--- src/rtl/mem_stage_lsu_pkg.sv ---
// Shared types and helpers for the MEM-stage load/store unit: funct3 codes,
// access sizes, FSM states and the byte-enable / alignment rules.
package mem_stage_lsu_pkg;

    typedef enum logic [2:0] {
        F3_B  = 3'b000,
        F3_H  = 3'b001,
        F3_W  = 3'b010,
        F3_BU = 3'b100,
        F3_HU = 3'b101
    } lsu_funct3_e;

    typedef enum logic [1:0] {
        SZ_B = 2'd0,
        SZ_H = 2'd1,
        SZ_W = 2'd2
    } lsu_size_e;

    typedef enum logic {
        IDLE = 1'b0,
        WAIT = 1'b1
    } lsu_state_t;

    localparam logic [31:0] LSU_NOP = 32'h0000_0013;

    // Unlisted load encodings fall back to a full word access.
    function automatic lsu_size_e load_size(input logic [2:0] f3);
        case (f3)
            F3_B, F3_BU: return SZ_B;
            F3_H, F3_HU: return SZ_H;
            default:     return SZ_W;
        endcase
    endfunction

    function automatic lsu_size_e store_size(input logic [2:0] f3);
        case (f3)
            F3_B:    return SZ_B;
            F3_H:    return SZ_H;
            default: return SZ_W;
        endcase
    endfunction

    function automatic logic [3:0] size_be(input lsu_size_e size, input logic [1:0] off);
        case (size)
            SZ_B:    return 4'b0001 << off;
            SZ_H:    return off[1] ? 4'b1100 : 4'b0011;
            default: return 4'b1111;
        endcase
    endfunction

    function automatic logic is_misaligned(input lsu_size_e size, input logic [1:0] off);
        case (size)
            SZ_H:    return off[0];
            SZ_W:    return off != 2'b00;
            default: return 1'b0;
        endcase
    endfunction

endpackage

--- src/rtl/mem_stage_lsu_if.sv ---
// Word-addressed req/ack data bus between the MEM stage (master) and memory (slave).
interface mem_stage_lsu_if;

    logic        req;
    logic        we;
    logic [31:0] addr;
    logic [3:0]  be;
    logic [31:0] wdata;
    logic [31:0] rdata;
    logic        ack;

    modport master (
        output req, we, addr, be, wdata,
        input  rdata, ack
    );

    modport slave (
        input  req, we, addr, be, wdata,
        output rdata, ack
    );

endinterface

--- src/rtl/mem_stage_lsu_align.sv ---
// Combinational lane steering: store byte enables and replicated write data,
// load lane extraction with sign or zero extension.
module mem_stage_lsu_align
    import mem_stage_lsu_pkg::*;
(
    input  lsu_size_e   size_i,
    input  logic        sign_i,
    input  logic [1:0]  off_i,
    input  logic [31:0] wdata_i,
    input  logic [31:0] rdata_i,
    output logic [3:0]  be_o,
    output logic [31:0] wdata_o,
    output logic [31:0] rdata_o
);

    logic [7:0]  byte_lane;
    logic [15:0] half_lane;

    // Replicating the data lets memory pick it up on whichever lane the enables select.
    always_comb begin
        be_o = size_be(size_i, off_i);
        case (size_i)
            SZ_B:    wdata_o = {4{wdata_i[7:0]}};
            SZ_H:    wdata_o = {2{wdata_i[15:0]}};
            default: wdata_o = wdata_i;
        endcase
    end

    always_comb begin
        case (off_i)
            2'd0:    byte_lane = rdata_i[7:0];
            2'd1:    byte_lane = rdata_i[15:8];
            2'd2:    byte_lane = rdata_i[23:16];
            default: byte_lane = rdata_i[31:24];
        endcase
        half_lane = off_i[1] ? rdata_i[31:16] : rdata_i[15:0];
    end

    always_comb begin
        case (size_i)
            SZ_B:    rdata_o = {{24{sign_i & byte_lane[7]}}, byte_lane};
            SZ_H:    rdata_o = {{16{sign_i & half_lane[15]}}, half_lane};
            default: rdata_o = rdata_i;
        endcase
    end

endmodule

--- src/rtl/mem_stage_lsu.sv ---
// RV32I MEM stage: drives loads/stores onto the req/ack bus, stalls upstream while
// an access is outstanding, aborts stuck accesses and owns the MEM/WB register.
module mem_stage_lsu
    import mem_stage_lsu_pkg::*;
#(
    parameter logic [31:0] NOP_INST = LSU_NOP,
    parameter int unsigned MAX_WAIT = 255
) (
    input  logic                  clk,
    input  logic                  reset,
    input  logic                  rd_wr_mem_mem,
    input  logic                  mem_wr_mem,
    input  logic                  reg_wr_mem,
    input  logic [1:0]            wb_sel_mem,
    input  logic [31:0]           addr_mem,
    input  logic [31:0]           wdata_mem,
    input  logic [31:0]           Inst_mem,
    input  logic [31:0]           PC_mem,
    mem_stage_lsu_if.master       dbus,
    output logic                  stall_mem,
    output logic                  misalign_exc,
    output logic                  bus_err_exc,
    output logic                  reg_wr_wb,
    output logic [1:0]            wb_sel_wb,
    output logic [31:0]           alu_wb,
    output logic [31:0]           rdata_wb,
    output logic [31:0]           Inst_wb,
    output logic [31:0]           PC_wb
);

    localparam int CNT_W = $clog2(MAX_WAIT + 1);

    logic [2:0]       funct3;
    logic             is_store;
    logic             is_load;
    logic             memop;
    lsu_size_e        size;
    logic             misal_drop;
    logic             access;
    logic             acked;
    logic             abort;
    logic [3:0]       be_lane;
    logic [31:0]      wdata_lane;
    logic [31:0]      ld_ext;
    logic [31:0]      rdata_d;

    lsu_state_t       state_q;
    logic [CNT_W-1:0] wait_cnt_q;
    logic             reg_wr_q;
    logic [1:0]       wb_sel_q;
    logic [31:0]      alu_q;
    logic [31:0]      rdata_q;
    logic [31:0]      inst_q;
    logic [31:0]      pc_q;
    logic             mis_exc_q;
    logic             bus_err_q;

    assign funct3   = Inst_mem[14:12];
    assign is_store = mem_wr_mem;
    assign is_load  = rd_wr_mem_mem & ~mem_wr_mem;
    assign memop    = rd_wr_mem_mem | mem_wr_mem;
    assign size     = is_store ? store_size(funct3) : load_size(funct3);

    // EX/MEM is frozen while stalled, so WAIT keeps reissuing the same access.
    assign misal_drop = (state_q == IDLE) & memop & is_misaligned(size, addr_mem[1:0]);
    assign access     = (state_q == WAIT) | (memop & ~misal_drop);
    assign acked      = access & dbus.ack;
    assign abort      = (state_q == WAIT) & ~dbus.ack & (wait_cnt_q == CNT_W'(MAX_WAIT));
    assign stall_mem  = access & ~dbus.ack & ~abort;

    mem_stage_lsu_align u_align (
        .size_i  (size),
        .sign_i  (~funct3[2]),
        .off_i   (addr_mem[1:0]),
        .wdata_i (wdata_mem),
        .rdata_i (dbus.rdata),
        .be_o    (be_lane),
        .wdata_o (wdata_lane),
        .rdata_o (ld_ext)
    );

    assign dbus.req   = access;
    assign dbus.we    = is_store;
    assign dbus.addr  = {addr_mem[31:2], 2'b00};
    assign dbus.be    = be_lane;
    assign dbus.wdata = wdata_lane;

    assign rdata_d = (acked & is_load) ? ld_ext : 32'h0;

    always_ff @(posedge clk) begin
        if (reset) begin
            state_q    <= IDLE;
            wait_cnt_q <= '0;
            reg_wr_q   <= 1'b0;
            wb_sel_q   <= 2'b00;
            alu_q      <= 32'h0;
            rdata_q    <= 32'h0;
            inst_q     <= NOP_INST;
            pc_q       <= 32'h0;
            mis_exc_q  <= 1'b0;
            bus_err_q  <= 1'b0;
        end else begin
            mis_exc_q <= misal_drop;
            bus_err_q <= abort;

            case (state_q)
                IDLE: begin
                    if (access && !dbus.ack) begin
                        state_q    <= WAIT;
                        wait_cnt_q <= CNT_W'(1);
                    end
                end
                WAIT: begin
                    if (dbus.ack || abort) begin
                        state_q    <= IDLE;
                        wait_cnt_q <= '0;
                    end else begin
                        wait_cnt_q <= wait_cnt_q + CNT_W'(1);
                    end
                end
                default: begin
                    state_q    <= IDLE;
                    wait_cnt_q <= '0;
                end
            endcase

            // Stalled, aborted and dropped accesses all retire as a bubble.
            if (acked || !(access || misal_drop)) begin
                reg_wr_q <= reg_wr_mem;
                wb_sel_q <= wb_sel_mem;
                alu_q    <= addr_mem;
                rdata_q  <= rdata_d;
                inst_q   <= Inst_mem;
                pc_q     <= PC_mem;
            end else begin
                reg_wr_q <= 1'b0;
                wb_sel_q <= 2'b00;
                alu_q    <= 32'h0;
                rdata_q  <= 32'h0;
                inst_q   <= NOP_INST;
                pc_q     <= 32'h0;
            end
        end
    end

    assign misalign_exc = mis_exc_q;
    assign bus_err_exc  = bus_err_q;
    assign reg_wr_wb    = reg_wr_q;
    assign wb_sel_wb    = wb_sel_q;
    assign alu_wb       = alu_q;
    assign rdata_wb     = rdata_q;
    assign Inst_wb      = inst_q;
    assign PC_wb        = pc_q;

endmodule

--- src/flat_wrapper.sv ---
// flat-port wrapper written by rule: the top's interface ports become plain ports
module mem_stage_lsu_flat import mem_stage_lsu_pkg::*;
#(
    parameter logic [31:0] NOP_INST = LSU_NOP,
    parameter int unsigned MAX_WAIT = 255
)
  (clk, reset, rd_wr_mem_mem, mem_wr_mem, reg_wr_mem, wb_sel_mem, addr_mem, wdata_mem, Inst_mem, PC_mem, stall_mem, misalign_exc, bus_err_exc, reg_wr_wb, wb_sel_wb, alu_wb, rdata_wb, Inst_wb, PC_wb, dbus_req, dbus_we, dbus_addr, dbus_be, dbus_wdata, dbus_rdata, dbus_ack);
  mem_stage_lsu_if dbus_i ();
  input  logic clk;
  input  logic reset;
  input  logic rd_wr_mem_mem;
  input  logic mem_wr_mem;
  input  logic reg_wr_mem;
  input  logic [1:0] wb_sel_mem;
  input  logic [31:0] addr_mem;
  input  logic [31:0] wdata_mem;
  input  logic [31:0] Inst_mem;
  input  logic [31:0] PC_mem;
  output logic stall_mem;
  output logic misalign_exc;
  output logic bus_err_exc;
  output logic reg_wr_wb;
  output logic [1:0] wb_sel_wb;
  output logic [31:0] alu_wb;
  output logic [31:0] rdata_wb;
  output logic [31:0] Inst_wb;
  output logic [31:0] PC_wb;
  output wire logic [$bits(dbus_i.req)-1:0] dbus_req;
  output wire logic [$bits(dbus_i.we)-1:0] dbus_we;
  output wire logic [$bits(dbus_i.addr)-1:0] dbus_addr;
  output wire logic [$bits(dbus_i.be)-1:0] dbus_be;
  output wire logic [$bits(dbus_i.wdata)-1:0] dbus_wdata;
  input wire logic [$bits(dbus_i.rdata)-1:0] dbus_rdata;
  input wire logic [$bits(dbus_i.ack)-1:0] dbus_ack;
  assign dbus_req = dbus_i.req;
  assign dbus_we = dbus_i.we;
  assign dbus_addr = dbus_i.addr;
  assign dbus_be = dbus_i.be;
  assign dbus_wdata = dbus_i.wdata;
  assign dbus_i.rdata = dbus_rdata;
  assign dbus_i.ack = dbus_ack;
  mem_stage_lsu #(.NOP_INST(NOP_INST), .MAX_WAIT(MAX_WAIT)) u_core (.clk(clk), .reset(reset), .rd_wr_mem_mem(rd_wr_mem_mem), .mem_wr_mem(mem_wr_mem), .reg_wr_mem(reg_wr_mem), .wb_sel_mem(wb_sel_mem), .addr_mem(addr_mem), .wdata_mem(wdata_mem), .Inst_mem(Inst_mem), .PC_mem(PC_mem), .dbus(dbus_i), .stall_mem(stall_mem), .misalign_exc(misalign_exc), .bus_err_exc(bus_err_exc), .reg_wr_wb(reg_wr_wb), .wb_sel_wb(wb_sel_wb), .alu_wb(alu_wb), .rdata_wb(rdata_wb), .Inst_wb(Inst_wb), .PC_wb(PC_wb));
endmodule
--- config.mk ---
export PLATFORM = sky130hd
export DESIGN_NAME = mem_stage_lsu_flat
export DESIGN_NICKNAME = d
export VERILOG_FILES = /design/src/rtl/mem_stage_lsu_pkg.sv /design/src/rtl/mem_stage_lsu_if.sv /design/src/rtl/mem_stage_lsu_align.sv /design/src/rtl/mem_stage_lsu.sv /design/src/flat_wrapper.sv
export SDC_FILE = /design/constraint.sdc
export NUM_CORES = 1
export LEC_CHECK = 0
export CORE_AREA = 2 2 143 145
export CTS_CLUSTER_DIAMETER = 50
export DETAILED_ROUTE_END_ITERATION = 7
export DIE_AREA = 0 0 145 147
export GPL_ROUTABILITY_DRIVEN = 1
export PLACE_DENSITY = 0.74
export SETUP_SLACK_MARGIN = 0.4
export SYNTH_ARGS = -nofsm -noshare
export SYNTH_HDL_FRONTEND = slang
export SYNTH_HIERARCHICAL = 1
export SYNTH_SLANG_ARGS = --single-unit
--- constraint.sdc ---
create_clock -name clk -period 4.7 [get_ports clk]
set_clock_uncertainty 0.1 [all_clocks]
set_input_delay 0.705 -clock clk [delete_from_list [all_inputs] [get_ports clk]]
set_output_delay 0.705 -clock clk [all_outputs]
set_load 0.005 [all_outputs]
==> metrics.txt <==
# TYPE chip_impl_metric gauge
chip_impl_info{name="status",value="finished, final reports clean"} 1
chip_impl_info{name="critical_path.startpoint_type",value="primary input"} 1
chip_impl_metric{name="die_h",unit="µm"} 147
chip_impl_metric{name="timing.critical_path.required",unit="ps"} 3890
chip_impl_metric{name="antennaDiodeCount",unit=""} 0
chip_impl_info{name="startpoint_of_the_worst_setup_timing_path",value="mem_wr_mem"} 1
chip_impl_metric{name="cts_repair_resize_count",unit=""} 0
chip_impl_metric{name="yosysWarningCount",unit=""} 6
chip_impl_metric{name="max_cap_check_violation_count",unit=""} 0
chip_impl_metric{name="postPlaceCellArea",unit="µm²"} 9250
chip_impl_metric{name="wl",unit="mm"} 19.1
chip_impl_metric{name="dr.first_iter.drc_count",unit=""} 114
chip_impl_metric{name="fp.coreArea",unit="µm²"} 19800
chip_impl_metric{name="number_of_pins_with_negative_max_slew_slack_in_the_final_report",unit=""} 0
chip_impl_metric{name="synth_largest_type_area_fraction",unit="%"} 50.1
chip_impl_info{name="cp-end-kind",value="primary output"} 1
chip_impl_metric{name="route.detailed.drc",unit=""} 0
chip_impl_metric{name="total_via_count_in_the_routed_design",unit=""} 5070
chip_impl_metric{name="grt_start_max_net_pins",unit=""} 100
chip_impl_metric{name="mappedNetlistArea",unit="µm²"} 5670
chip_impl_metric{name="switching_power",unit="µW"} 760
chip_impl_metric{name="avgRoutedWirePerCell",unit="µm"} 16.3
chip_impl_info{name="synthDominantAreaCellType",value="sky130_fd_sc_hd__dfxtp_1"} 1
chip_impl_metric{name="tightestPinTransition",unit="ps"} 1090
chip_impl_metric{name="synth.lib_cells_used.distinct",unit=""} 48
chip_impl_metric{name="first_global_vias",unit=""} 5196
chip_impl_info{name="netlist_top_cells_area",value="sky130_fd_sc_hd__dfxtp_1 50%, sky130_fd_sc_hd__and2_1 14%, sky130_fd_sc_hd__buf_4 6.2%"} 1
chip_impl_info{name="r2r_startpoint",value="u_core/state_q"} 1
chip_impl_info{name="timing.rr.end",value="u_core/PC_wb[4]"} 1
chip_impl_metric{name="cts.clk_slew.worst_paths",unit="ps"} 60
chip_impl_metric{name="post-layout-total-power",unit="mW"} 3.11
chip_impl_metric{name="timing.final.setup_violations",unit=""} 0
chip_impl_metric{name="asyncSetResetFlopFracSynth",unit="%"} 0
chip_impl_metric{name="vias_per_cell",unit=""} 4.33
chip_impl_metric{name="cp.arrival",unit="ps"} 3130
chip_impl_metric{name="pre_cts_ws",unit="ps"} 759
chip_impl_info{name="cts-root-buf",value="sky130_fd_sc_hd__clkbuf_16"} 1
chip_impl_metric{name="p_comb_share",unit="%"} 16.8
chip_impl_metric{name="drt_antenna_net_count",unit=""} 0
chip_impl_metric{name="fin_setup_tns",unit="ps"} 0
chip_impl_metric{name="maxSlewHeadroom",unit="%"} 27.0
chip_impl_metric{name="finish.cell_count_without_fillers",unit=""} 1170
chip_impl_info{name="class_of_the_tightest_hold_or_removal_check",value="flop to flop"} 1
chip_impl_metric{name="rr_worst_depth",unit=""} 4
chip_impl_metric{name="global_route.usage.total",unit="%"} 17.7
chip_impl_metric{name="post_cts.repair.setup_buffers",unit=""} 0
chip_impl_metric{name="clock_insertion_delay_worst_skew",unit="ps"} 410
chip_impl_info{name="tritoncts",value="built"} 1
chip_impl_metric{name="htree_num_levels",unit=""} 4
chip_impl_metric{name="postSynthCellCount",unit=""} 567
chip_impl_info{name="criticalPathCategory",value="primary input to primary output"} 1
chip_impl_metric{name="cts.sinks",unit=""} 142
chip_impl_metric{name="floorplan.rows",unit=""} 52
chip_impl_metric{name="initial_core_util",unit="%"} 28.6
chip_impl_metric{name="clk_path_buf_depth",unit=""} 2
chip_impl_info{name="post_synth_top_flop",value="sky130_fd_sc_hd__dfxtp_1"} 1
chip_impl_metric{name="seq_area_frac_synth",unit="%"} 50.1
chip_impl_metric{name="numCtsBuffers",unit=""} 17
chip_impl_metric{name="setup.reg_to_reg.worst_slack",unit="ps"} 2570
chip_impl_metric{name="final_area",unit="µm²"} 9830
chip_impl_metric{name="die_area",unit="µm²"} 21300
chip_impl_metric{name="edff_count_synth",unit=""} 0
chip_impl_metric{name="p_int",unit="mW"} 2.35
chip_impl_metric{name="p_seq_share",unit="%"} 40.6
chip_impl_metric{name="power.static_leakage",unit="nW"} 3.83
chip_impl_metric{name="path_max_fanout",unit=""} 7
chip_impl_metric{name="p_sw_share",unit="%"} 24.4
chip_impl_metric{name="post_route_cells_drive_above_1_share",unit="%"} 7.33
chip_impl_info{name="final_cell_mix",value="369 x sky130_fd_sc_hd__clkdlybuf4s50_1, 142 x sky130_fd_sc_hd__dfxtp_1, 128 x sky130_fd_sc_hd__and2_1"} 1
chip_impl_metric{name="fmax",unit="MHz"} 254
chip_impl_metric{name="syn-mean-instance-area",unit="µm²"} 10.0
chip_impl_metric{name="final_net_count",unit=""} 1056
chip_impl_info{name="grt_setup_unrepaired",value="false"} 1
chip_impl_metric{name="power_density",unit="nW/µm²"} 316
chip_impl_metric{name="ctsHoldBuffers",unit=""} 0
chip_impl_metric{name="globalRouteOverflowTotal",unit=""} 0
chip_impl_metric{name="horizontal_die_dimension",unit="µm"} 145
chip_impl_metric{name="power.ir.vdd_worst",unit="mV"} 0.191
chip_impl_metric{name="postSynthRegisterBits",unit=""} 142
chip_impl_info{name="layout_commonest_cell",value="sky130_fd_sc_hd__clkdlybuf4s50_1"} 1
chip_impl_metric{name="clock_network_power_share",unit="%"} 42.6
chip_impl_metric{name="finalCritPeriodShare",unit="%"} 83.7
chip_impl_metric{name="placed_cells",unit=""} 1138
chip_impl_metric{name="areaGrowthSynthToFinish",unit="%"} 73.4
chip_impl_metric{name="final_critical_path_setup_slack",unit="ps"} 766
chip_impl_info{name="critical_path.endpoint",value="dbus_be[0]"} 1
chip_impl_metric{name="place.port_buffers",unit=""} 369
chip_impl_metric{name="hold_viol",unit=""} 0
chip_impl_metric{name="grt_antenna_before_repair",unit=""} 0
chip_impl_metric{name="gp_routability_congestion",unit=""} 0.786
chip_impl_metric{name="drt_first_pass_iters",unit=""} 4
chip_impl_metric{name="design.portCount",unit=""} 372
chip_impl_metric{name="layout_min_cycle_time",unit="ps"} 3930
chip_impl_metric{name="place.detailed.hpwl",unit="mm"} 15.0
chip_impl_metric{name="grt_pass1_wl",unit="mm"} 29.3
cell families (layout without fill, tap and decap cells):
group	Yosys count	after routing	share of synthesized area, %
and+or+nand+nor	220	220	23.2
DFF	142	142	50.1
AOI/OAI and AO/OA	87	87	10.2
buffers and inverters	83	415	9.47
muxes	33	33	6.71
adders and majority gates	1	1	0.221
other	1	2	0.0661
registers in the layout, indices dropped and copies added (netlist names):
signal	cells
u_core/Inst_wb	32
u_core/PC_wb	32
u_core/alu_wb	32
u_core/rdata_wb	32
u_core/wait_cnt_q	8
u_core/wb_sel_wb	2
u_core/bus_err_exc	1
u_core/misalign_exc	1
u_core/reg_wr_wb	1
u_core/state_q	1
power groups by stage:
stage	Clock, mW	Sequential (mW)	Combinational (mW)
CTS	1.37	1.26	0.529
finish	1.32	1.26	0.522
global placement	0	1.29	0.522
global route	1.42	1.27	0.562
detailed placement	0	1.29	0.525
floorplan	0	1.30	0.187
critical path, stage by stage:
cell                              delay [ps]
sky130_fd_sc_hd__clkdlybuf4s50_1         600
sky130_fd_sc_hd__a21o_2                  340
sky130_fd_sc_hd__nor2_2                  180
sky130_fd_sc_hd__nor2b_1                 100
sky130_fd_sc_hd__o21bai_1                550
sky130_fd_sc_hd__clkdlybuf4s50_1         650
area by class of cell:
type | instances | area (µm²)
Multi-Input combinational cell | 343 | 2300
Sequential cell | 142 | 2840
Fill cell | 1839 | 10000
Clock inverter | 14 | 145
Tap cell | 270 | 338
Timing Repair Buffer | 375 | 3740
Clock buffer | 18 | 439
Inverter | 8 | 30.0
synthesized netlist by cell type, types with 3 or more instances:
master	instances
sky130_fd_sc_hd__a21oi_1	36
sky130_fd_sc_hd__a221o_1	6
sky130_fd_sc_hd__a311oi_1	3
sky130_fd_sc_hd__and2_1	128
sky130_fd_sc_hd__and3b_1	9
sky130_fd_sc_hd__buf_2	9
sky130_fd_sc_hd__buf_4	47
sky130_fd_sc_hd__buf_6	5
sky130_fd_sc_hd__clkbuf_1	14
sky130_fd_sc_hd__dfxtp_1	142
sky130_fd_sc_hd__inv_1	8
sky130_fd_sc_hd__mux2_2	17
sky130_fd_sc_hd__mux2i_1	14
sky130_fd_sc_hd__nand2_1	20
sky130_fd_sc_hd__nand2b_1	9
sky130_fd_sc_hd__nand3_1	13
sky130_fd_sc_hd__nor2_1	14
sky130_fd_sc_hd__nor2b_1	13
sky130_fd_sc_hd__nor3_1	3
sky130_fd_sc_hd__o21ai_0	20
sky130_fd_sc_hd__o21bai_1	6
worst min-delay path by stage:
stage	end	start	slack [ps]	cells after the start
after global routing	u_core/wait_cnt_q[1]	u_core/wait_cnt_q[1]	470	2
after global placement	u_core/wait_cnt_q[1]	u_core/wait_cnt_q[1]	390	2
after detailed placement	u_core/wait_cnt_q[1]	u_core/wait_cnt_q[1]	400	2
after CTS	u_core/wait_cnt_q[1]	u_core/wait_cnt_q[1]	410	2
after floorplan	u_core/wait_cnt_q[1]	u_core/wait_cnt_q[1]	380	2
final	u_core/wait_cnt_q[1]	u_core/wait_cnt_q[1]	410	2
layer usage:
| layer | vias up | global-route usage (%) | wire, µm |
|---|---|---|---|
| met4 | 0 | 8.37 | 661 |
| met5 | - | 0 | 0 |
| li1 | 2496 | - | - |
| met2 | 255 | 32.2 | 9700 |
| met3 | 35 | 5.71 | 1530 |
| met1 | 2284 | 18.4 | 7200 |
stage by stage:
step / hold WS [ps] / util [%]
final: 412 / 49.5
after CTS: 412 / 49.5
after global routing: 465 / 49.5
after global placement: 392 / 46.6
after floorplan: 381 / -
after detailed placement: 403 / 46.6
(Power assumes the default switching activity.)
